--- src/rtl/sha256_msg_padder.sv ---
// Byte-stream SHA-256 padder: builds padded 512-bit blocks, drives the core block handshake, captures the digest.
// Define SHA256_PAD_EMPTY_EN to add s_empty for zero-length messages.
module sha256_msg_padder #(
    parameter int LEN_W = 32
) (
    input  logic         clk,
    input  logic         rst,
    input  logic [7:0]   s_data,
    input  logic         s_valid,
    input  logic         s_last,
`ifdef SHA256_PAD_EMPTY_EN
    input  logic         s_empty,
`endif
    output logic         s_ready,
    output logic [511:0] core_block,
    output logic         core_first_run,
    output logic         core_start,
    input  logic         core_ready,
    input  logic [255:0] core_hash,
    output logic [255:0] digest,
    output logic         digest_valid,
    output logic         busy
);
    typedef enum logic [2:0] {S_FILL, S_RUN, S_WAIT, S_GAP, S_PAD, S_FIN} state_t;
    typedef enum logic [1:0] {N_NONE, N_DIGEST, N_LENBLK, N_PADBLK} nxt_t;

    state_t           r_state, w_state_nx;
    nxt_t             r_nxt, w_nxt_nx;
    logic             r_phase, w_phase_nx;
    logic [5:0]       r_cnt;
    logic [LEN_W-1:0] r_len;
    logic [511:0]     r_buf;
    logic             r_first;
    logic             r_busy;
    logic             r_dv;
    logic [255:0]     r_digest;

    logic             w_acc;
    logic             w_empty;
    logic [6:0]       w_q;
    logic [LEN_W-1:0] w_len_nx;
    logic [63:0]      w_bitlen_fill;
    logic [63:0]      w_bitlen_pad;
    logic [511:0]     w_buf_fill;
    logic [511:0]     w_buf_pad;

    assign w_acc    = (r_state == S_FILL) && s_valid;
    assign w_q      = {1'b0, r_cnt} + 7'd1;
    assign w_len_nx = r_len + 1'b1;
`ifdef SHA256_PAD_EMPTY_EN
    assign w_empty  = s_empty && r_first && (r_cnt == 6'd0);
`else
    assign w_empty  = 1'b0;
`endif

    assign w_bitlen_fill = 64'({w_len_nx, 3'b000});
    assign w_bitlen_pad  = 64'({r_len, 3'b000});

    // Block image after the current byte lands, including 0x80 and length when they fit.
    always_comb begin
        w_buf_fill = r_buf;
        if (w_empty) begin
            w_buf_fill[511:504] = 8'h80;
        end else begin
            w_buf_fill[511-8*int'(r_cnt) -: 8] = s_data;
            if (s_last && (w_q <= 7'd63))
                w_buf_fill[511-8*int'(w_q[5:0]) -: 8] = 8'h80;
            if (s_last && (w_q <= 7'd55))
                w_buf_fill[63:0] = w_bitlen_fill;
        end
    end

    always_comb begin
        w_buf_pad       = '0;
        w_buf_pad[63:0] = w_bitlen_pad;
        if (r_nxt == N_PADBLK)
            w_buf_pad[511:504] = 8'h80;
    end

    always_ff @(posedge clk) begin
        if (rst) begin
            r_state <= S_FILL;
            r_nxt   <= N_NONE;
            r_phase <= 1'b0;
        end else begin
            r_state <= w_state_nx;
            r_nxt   <= w_nxt_nx;
            r_phase <= w_phase_nx;
        end
    end

    always_comb begin
        w_state_nx = r_state;
        w_nxt_nx   = r_nxt;
        w_phase_nx = 1'b0;
        s_ready    = 1'b0;
        core_start = 1'b0;
        case (r_state)
            S_FILL: begin
                s_ready = 1'b1;
                if (w_acc) begin
                    if (w_empty) begin
                        w_state_nx = S_RUN;
                        w_nxt_nx   = N_DIGEST;
                    end else if (s_last) begin
                        w_state_nx = S_RUN;
                        if (w_q <= 7'd55)      w_nxt_nx = N_DIGEST;
                        else if (w_q <= 7'd63) w_nxt_nx = N_LENBLK;
                        else                   w_nxt_nx = N_PADBLK;
                    end else if (w_q == 7'd64) begin
                        w_state_nx = S_RUN;
                        w_nxt_nx   = N_NONE;
                    end
                end
            end
            // Two blind start cycles: core_ready is stale until the core reacts.
            S_RUN: begin
                core_start = 1'b1;
                w_phase_nx = ~r_phase;
                if (r_phase) w_state_nx = S_WAIT;
            end
            S_WAIT: begin
                core_start = 1'b1;
                if (core_ready) w_state_nx = S_GAP;
            end
            S_GAP: begin
                w_phase_nx = ~r_phase;
                if (r_phase) begin
                    case (r_nxt)
                        N_NONE:   w_state_nx = S_FILL;
                        N_DIGEST: w_state_nx = S_FIN;
                        default:  w_state_nx = S_PAD;
                    endcase
                end
            end
            S_PAD: begin
                w_nxt_nx   = N_DIGEST;
                w_state_nx = S_RUN;
            end
            S_FIN:   w_state_nx = S_FILL;
            default: w_state_nx = S_FILL;
        endcase
    end

    always_ff @(posedge clk) begin
        if (rst) begin
            r_cnt    <= '0;
            r_len    <= '0;
            r_buf    <= '0;
            r_first  <= 1'b1;
            r_busy   <= 1'b0;
            r_dv     <= 1'b0;
            r_digest <= '0;
        end else begin
            r_dv <= 1'b0;
            case (r_state)
                S_FILL: if (w_acc) begin
                    r_busy <= 1'b1;
                    r_buf  <= w_buf_fill;
                    if (!w_empty) begin
                        r_cnt <= r_cnt + 6'd1;
                        r_len <= w_len_nx;
                    end
                end
                S_WAIT: if (core_ready) begin
                    r_first <= 1'b0;
                    if (r_nxt == N_DIGEST) begin
                        r_digest <= core_hash;
                        r_dv     <= 1'b1;
                        r_busy   <= 1'b0;
                    end
                end
                S_GAP: begin
                    r_buf <= '0;
                    r_cnt <= '0;
                end
                S_PAD: r_buf <= w_buf_pad;
                S_FIN: begin
                    r_first <= 1'b1;
                    r_len   <= '0;
                end
                default: ;
            endcase
        end
    end

    assign core_block     = r_buf;
    assign core_first_run = r_first;
    assign digest         = r_digest;
    assign digest_valid   = r_dv;
    assign busy           = r_busy;
endmodule
--- config.mk ---
export PLATFORM = sky130hd
export DESIGN_NAME = sha256_msg_padder
export DESIGN_NICKNAME = d
export VERILOG_FILES = /design/src/rtl/sha256_msg_padder.sv
export SDC_FILE = /design/constraint.sdc
export NUM_CORES = 2
export LEC_CHECK = 0
export CAP_MARGIN = 30
export CORE_AREA = 3 3 409 411
export DETAILED_ROUTE_END_ITERATION = 16
export DIE_AREA = 0 0 412 414
export GPL_TIMING_DRIVEN = 0
export PLACE_DENSITY = 0.4
export SLEW_MARGIN = 10
export SYNTH_ARGS = -nofsm -noshare
export SYNTH_HDL_FRONTEND = slang
export SYNTH_SLANG_ARGS = --single-unit
--- constraint.sdc ---
create_clock -name clk -period 3.95 [get_ports clk]
set_input_delay 0.395 -clock clk [delete_from_list [all_inputs] [get_ports clk]]
set_output_delay 0.395 -clock clk [all_outputs]
set_load 0.03 [all_outputs]
* Word level (Yosys, flattened, before mapping) *
Index checks and enable logic that the tools add are counted.

word-level totals
  register bits after elaboration = 815
  output and inout port bits = 773
  logic and storage cells = 98

cells by class
  add/subtract/negate cells = 7
  $lt $le $gt $ge = 2
  equal/unequal tests = 14
  shifts and indexed selects = 4
  muxes and demuxes = 34
  bitwise logic cells = 4
  reductions and logical operators = 23

operators with widths
  kind                       number
  $pmux 512 s3               1
  $shift 8x33->519 const A   2
  $bwmux 512                 2
  $mux 512                   2
  $shiftx 8x33->519          1
  $shiftx 8x33->519 const A  1
  $neg 10->33                2
  $mux 64                    1
  $pmux 32 s2                1
  $add 32x1->32 const B      1
  $mux 32                    1
  $sub 9x9->10 const A       2
  $mux 3                     6
  $pmux 3 s5                 1
  $le 7x6->1 const B         2
  $pmux 6 s2                 1
  $ne 2x2->1 const B         5
  $reduce_bool 2->1          5
  $mux 1                     8
  $mux 2                     4
  $mux 8                     1
  $reduce_and 2->1           4
  $add 6x1->7 const B        1
  $eq 7x7->1 const B         1
  other kinds (21)           32

* Logic depth before layout (Yosys ltp) *
  depth after elaboration = 9
  gate-level depth with buffers = 14
  gate-level depth less buffers = 8

* Least setup slack after synthesis *
Ideal clock, no wire load.

  kind = reg-to-reg
  from = register r_cnt[2]
  to = register r_buf[7] (netlist: core_block[7])
  library setup time = 91 ps
  arrival time = 2937 ps
  data required time = 3859 ps
  setup slack = 922 ps
  cell stages (with the launch flop) = 13
  path buffers = 5
  period minus slack after synthesis = 3028 ps
  cells stage by stage = dfxtp_1 -> buf_6 -> buf_2 -> buf_2 -> inv_1 -> ha_1 -> buf_2 -> or3b_2 -> o211ai_1 -> o221ai_2 -> buf_2 -> a211o_1 -> a311oi_1

between the ends
  cells in the longest elaborated chain, start to end = 9
  elaborated cells between the ends (all ways) = 19
  those cells by class = add/sub (5); order compare (2); shift (4); mux (6); reduce/logical (2)

RTL lines
  item                                             line    source
  start, declared                                  30      logic [5:0] r_cnt;
  start signal, assigned                           161     r_cnt <= r_cnt + 6'd1;
  $add 6x1->7 or $sub 9x9->10 (tied branches)      48, 65
  $sub 9x9->10 or $neg 10->33 (tied branches)      67, 65
  $neg 10->33, or another cell as far along        67      w_buf_fill[511-8*int'(w_q[5:0]) -: 8] = 8'h80;
  $shiftx 8x33->519, or another cell as far along  67
  $bwmux 512                                       67
  $mux 512                                         66      if (s_last && (w_q <= 7'd63))
  $mux 64 (*)                                      68      if (s_last && (w_q <= 7'd55))
  $mux 512 (*)                                     157     S_FILL: if (w_acc) begin
  $pmux 512 s3 (*)                                 156     case (r_state)
  end signal, assigned                             159     r_buf <= w_buf_fill;
  end signal, assigned                             177     S_PAD: r_buf <= w_buf_pad;
  end, declared                                    32      logic [511:0] r_buf;

Mark *: on every way between the ends. The rest lies on a longest branch, timed or not. The select of a mux whose other input is x is not followed.
A chain may end at the register's enable or synchronous reset.

* Worst setup path after layout *
  from = register r_cnt[2]
  to = register r_buf[0] (netlist: core_block[0])

The elaborated chain is that of the path after synthesis.

==> metrics.sh <==
INSERTION_DELAY_NS=0.76
ARRIVAL_NS=4.58
POST_SYNTH.CELL_AREA_AVG_UM2=8.342
WORSTPATHMAXFANOUT=19
NUMBER_OF_ANTENNA_VIOLATING_NETS_IN_THE_ROUTED_DESIGN=0
GLOBALROUTE.TOTALOVERFLOW=0
TRITONCTS_CLOCK_TREE='built'
DRIVE_ABOVE_1_SHARE_PCT=7.803
SYN-INSTANCE-COUNT=4098
TIMING.FINAL.CRIT_SHARE_PCT=100.1
ROUTED_WIRELENGTH_UM=253000
NUMBER_OF_GLOBAL_ROUTE_VIAS_BEFORE_REPAIR=36640
PORT_BUFFERS=1040
GRT_UTIL_ALL_LAYERS_PCT=28.36
DIE-HEIGHT_UM=414
CTS.CLK_SLEW.WORST_PATHS_NS=0.07
ROUTE.DETAILED.WL_PER_INST_UM=33.42
MAX-SLEW-MARGIN-REL_PCT=26.34
MAXCLOCKFREQUENCY_MHz=253.0
DRT_PRE_ANTENNA_ITERS=6
DETAILEDROUTE.FIRSTITERATIONVIOLATIONS=4201
CRITICALPATHCATEGORY='reg2reg'
POST_SYNTHESIS_NET_COUNT=4375
DETAIL_ROUTE.DRC_VIOLATIONS=0
GRT_START_MAX_NET_PINS=20
SYNTH.YOSYS.SEQ_AREA_SHARE_PCT=47.73
ROUTED-VIA-COUNT=38510
VDD_DROP_MAX_mV=0.3260
POSTSYNTH.ASYNCRESETSHARE_PCT=0
LAYOUT_MIN_CYCLE_TIME_NS=3.953
HOLD_VIOL=0
AREA.GROWTH.SYNTH_TO_FINAL_PCT=50.62
INITIAL_UTILIZATION_PCT=20.79
DOMINANTREGCELLSYNTH='dfxtp_1'
TIMING.FINAL.WS_SETUP_NS=-0.002528
POWER_PER_CELL_AREA_nW_PER_UM2=391.1
CTS.SINKS=815
CTS_HOLD_BUF=0
STD_CELL_ROWS=149
CAP_VIOLATIONS=0
TOTAL_POWER_uW=20140
TIMING.FINAL.MAX_SLEW_VIOLATIONS=0
MIN-DELAY-PATH-CLASS='in2reg'
FINALNETCOUNT=5566
SYNTHDISTINCTLIBCELLS=83
FIN_WORST_HOLD_SLACK_NS=0.2018
YS_FF_LATCH=815
MET2_USAGE_PCT=47.52
GP_CONGESTION=0.9704
END_KIND='flop'
SETUP_VIOL_COUNT_FINAL=1
HTREEDEPTH=3
RUN_STATUS='complete, but fails checks'
SYNTHESIS.AREA_UM2=34190
AVGVIACOUNTPERCELL=5.086
CORE_AREA_UM2=164400
CTS_INSERTED_BUFFERS=102
PLACE_HPWL_UM=204700
CLOCK_TREE.ROOT_CELL='clkbuf_16'
FILLERINSTANCES=17730
CTS_MAX_PATH_BUFFERS=3
WORST_SLEW_PIN_SLEW_NS=1.105
CELLLEAKAGEPOWER_uW=0.01639
GRT_FIRST_PASS_WIRELENGTH_UM=334200
GROUTE.LAYER.MET3.USAGE_PCT=7.973
SYNTH.YOSYS.WARNINGS=0
GRT_UTIL_MET1_PCT=33.70
FAILED_CHECKS='setup timing'
RSZ0062_AT_GRT='false'
CLOCK-SKEW-FINAL_NS=0.05392
CP.REQUIRED_NS=4.58
GRT_ANTENNA_BEFORE_REPAIR=39
GLOBAL_ROUTE.PEAK_USAGE_LAYER='met2'
DIE_AREA_UM2=170600
DIEWIDTH_UM=412
IO-PIN-COUNT=1042
CP-START-KIND='flop'
SYNTH_ENABLE_FLOP_CELLS=0
-- layout make-up --
type | count | area (µm²) | area share [%]
sequential | 815 | 16320 | 31.69
clock buffer | 152 | 3012 | 5.849
clock inverter | 33 | 425.4 | 0.8261
timing repair buffer | 1090 | 10910 | 21.19
tap | 2189 | 2739 | 5.319
antenna | 12 | 30.03 | 0.05832
inverter | 22 | 82.58 | 0.1604
multi-input combinational | 2926 | 16570 | 32.19
buffer | 332 | 1403 | 2.724
-- kinds of logic after synthesis --
family          Yosys count  share of synthesized area [%]
compound gates         1240                          24.05
xor+xnor                 27                         0.6917
fa+ha+maj                 8                         0.2928
buf+inv                 357                          4.286
flops                   815                          47.73
mux                      32                          1.006
simple gates           1619                          21.94
-- worst max-delay path: stages (launching register included) --
cell and delay, ns:
dfxtp_1 0.52, buf_6 0.29, buf_4 0.28, inv_1 0.12, ha_1 0.29, buf_2 0.24
nand2b_4 0.32, a211oi_4 0.05, buf_4 0.19, a221oi_4 0.45, buf_4 0.32, buf_2 0.35
nand4_1 0.13, a31oi_1 0.24
-- metal layers --
metal	wire length [µm]	part of all wire, %	vias to the layer above
li1	-	-	17150
met1	99220	39	19170
met2	120000	47	1782
met3	21640	8.6	388
met4	11940	4.7	24
met5	182	0.072	-
-- state kept, by name, summed over array words and instances, names as in the netlist --
name and count:
busy 1, core_block 512, core_first_run 1, digest 256
digest_valid 1, r_cnt 6, r_len 32, r_nxt 2
r_phase 1, r_state 3
-- stage by stage --
stage                     cells  setup slack [ns]  cell area (µm²)  utilization (%)   TNS [ns]
after global routing       7559          0.001272            51460            31.30          0
after CTS                  7549           0.04002            51320            31.21          0
final                      7571         -0.002528            51490            31.32  -0.002528
after detailed placement   7360            -1.040            47740            29.04    -252.58
after floorplan            4098            0.9216            34190                -          0
after global placement     7327            -1.456            47340            28.79    -464.09
-- where the power goes --
part | switching [µW] | total (µW) | internal, µW
Sequential | 58.5 | 8330 | 8270
Clock | 4120 | 9840 | 5720
Combinational | 1360 | 1970 | 610
-- cells in the final DEF, fill, tap and decap left out, drive strengths merged, types with 137 or more instances in the layout --
cell | synthesis | routed
nor2 | 278 | 278
buf | 92 | 137
clkbuf | 243 | 397
a21oi | 478 | 478
clkdlybuf4s50 | 0 | 1040
nand2 | 728 | 728
nand2b | 177 | 177
nand3 | 194 | 194
dfxtp | 815 | 815
o22ai | 160 | 160
-- cell usage after synthesis, types with 22 or more instances --
cell type,count,area share (%)
inv_1,22,0.24
a211oi_1,32,0.70
a21oi_1,470,6.9
buf_2,66,0.97
nand3_1,194,2.8
nor3_1,45,0.66
nand4_1,37,0.68
dfxtp_1,815,48
xnor2_1,22,0.56
nand2_1,728,8.0
a32o_1,35,1.0
nand2b_1,177,3.2
clkbuf_1,242,2.7
a31oi_1,27,0.49
o21ai_0,130,1.9
o2bb2ai_1,120,3.1
and3_1,34,0.62
a22o_1,64,1.6
o22ai_1,160,2.9
o211ai_1,25,0.55
nor2_1,276,3.0
-- path summary, 6_finish.rpt --
path                    to  depth (start not counted)      startpoint  slack [ns]
max          core_block[0]                         13        r_cnt[2]      -0.003
min reg2reg      digest[0]                          2       digest[0]        0.45
min            digest[180]                          3  core_hash[180]        0.20
max reg2reg  core_block[0]                         13        r_cnt[2]      -0.003
-- what timing repair did --
item,4_1_cts,5_1_grt
resized for setup,26,17
setup endpoints to repair,447,217
pin swaps,2,1
buffers inserted,6,3
Note: power is estimated with default switching activity, not from simulation.
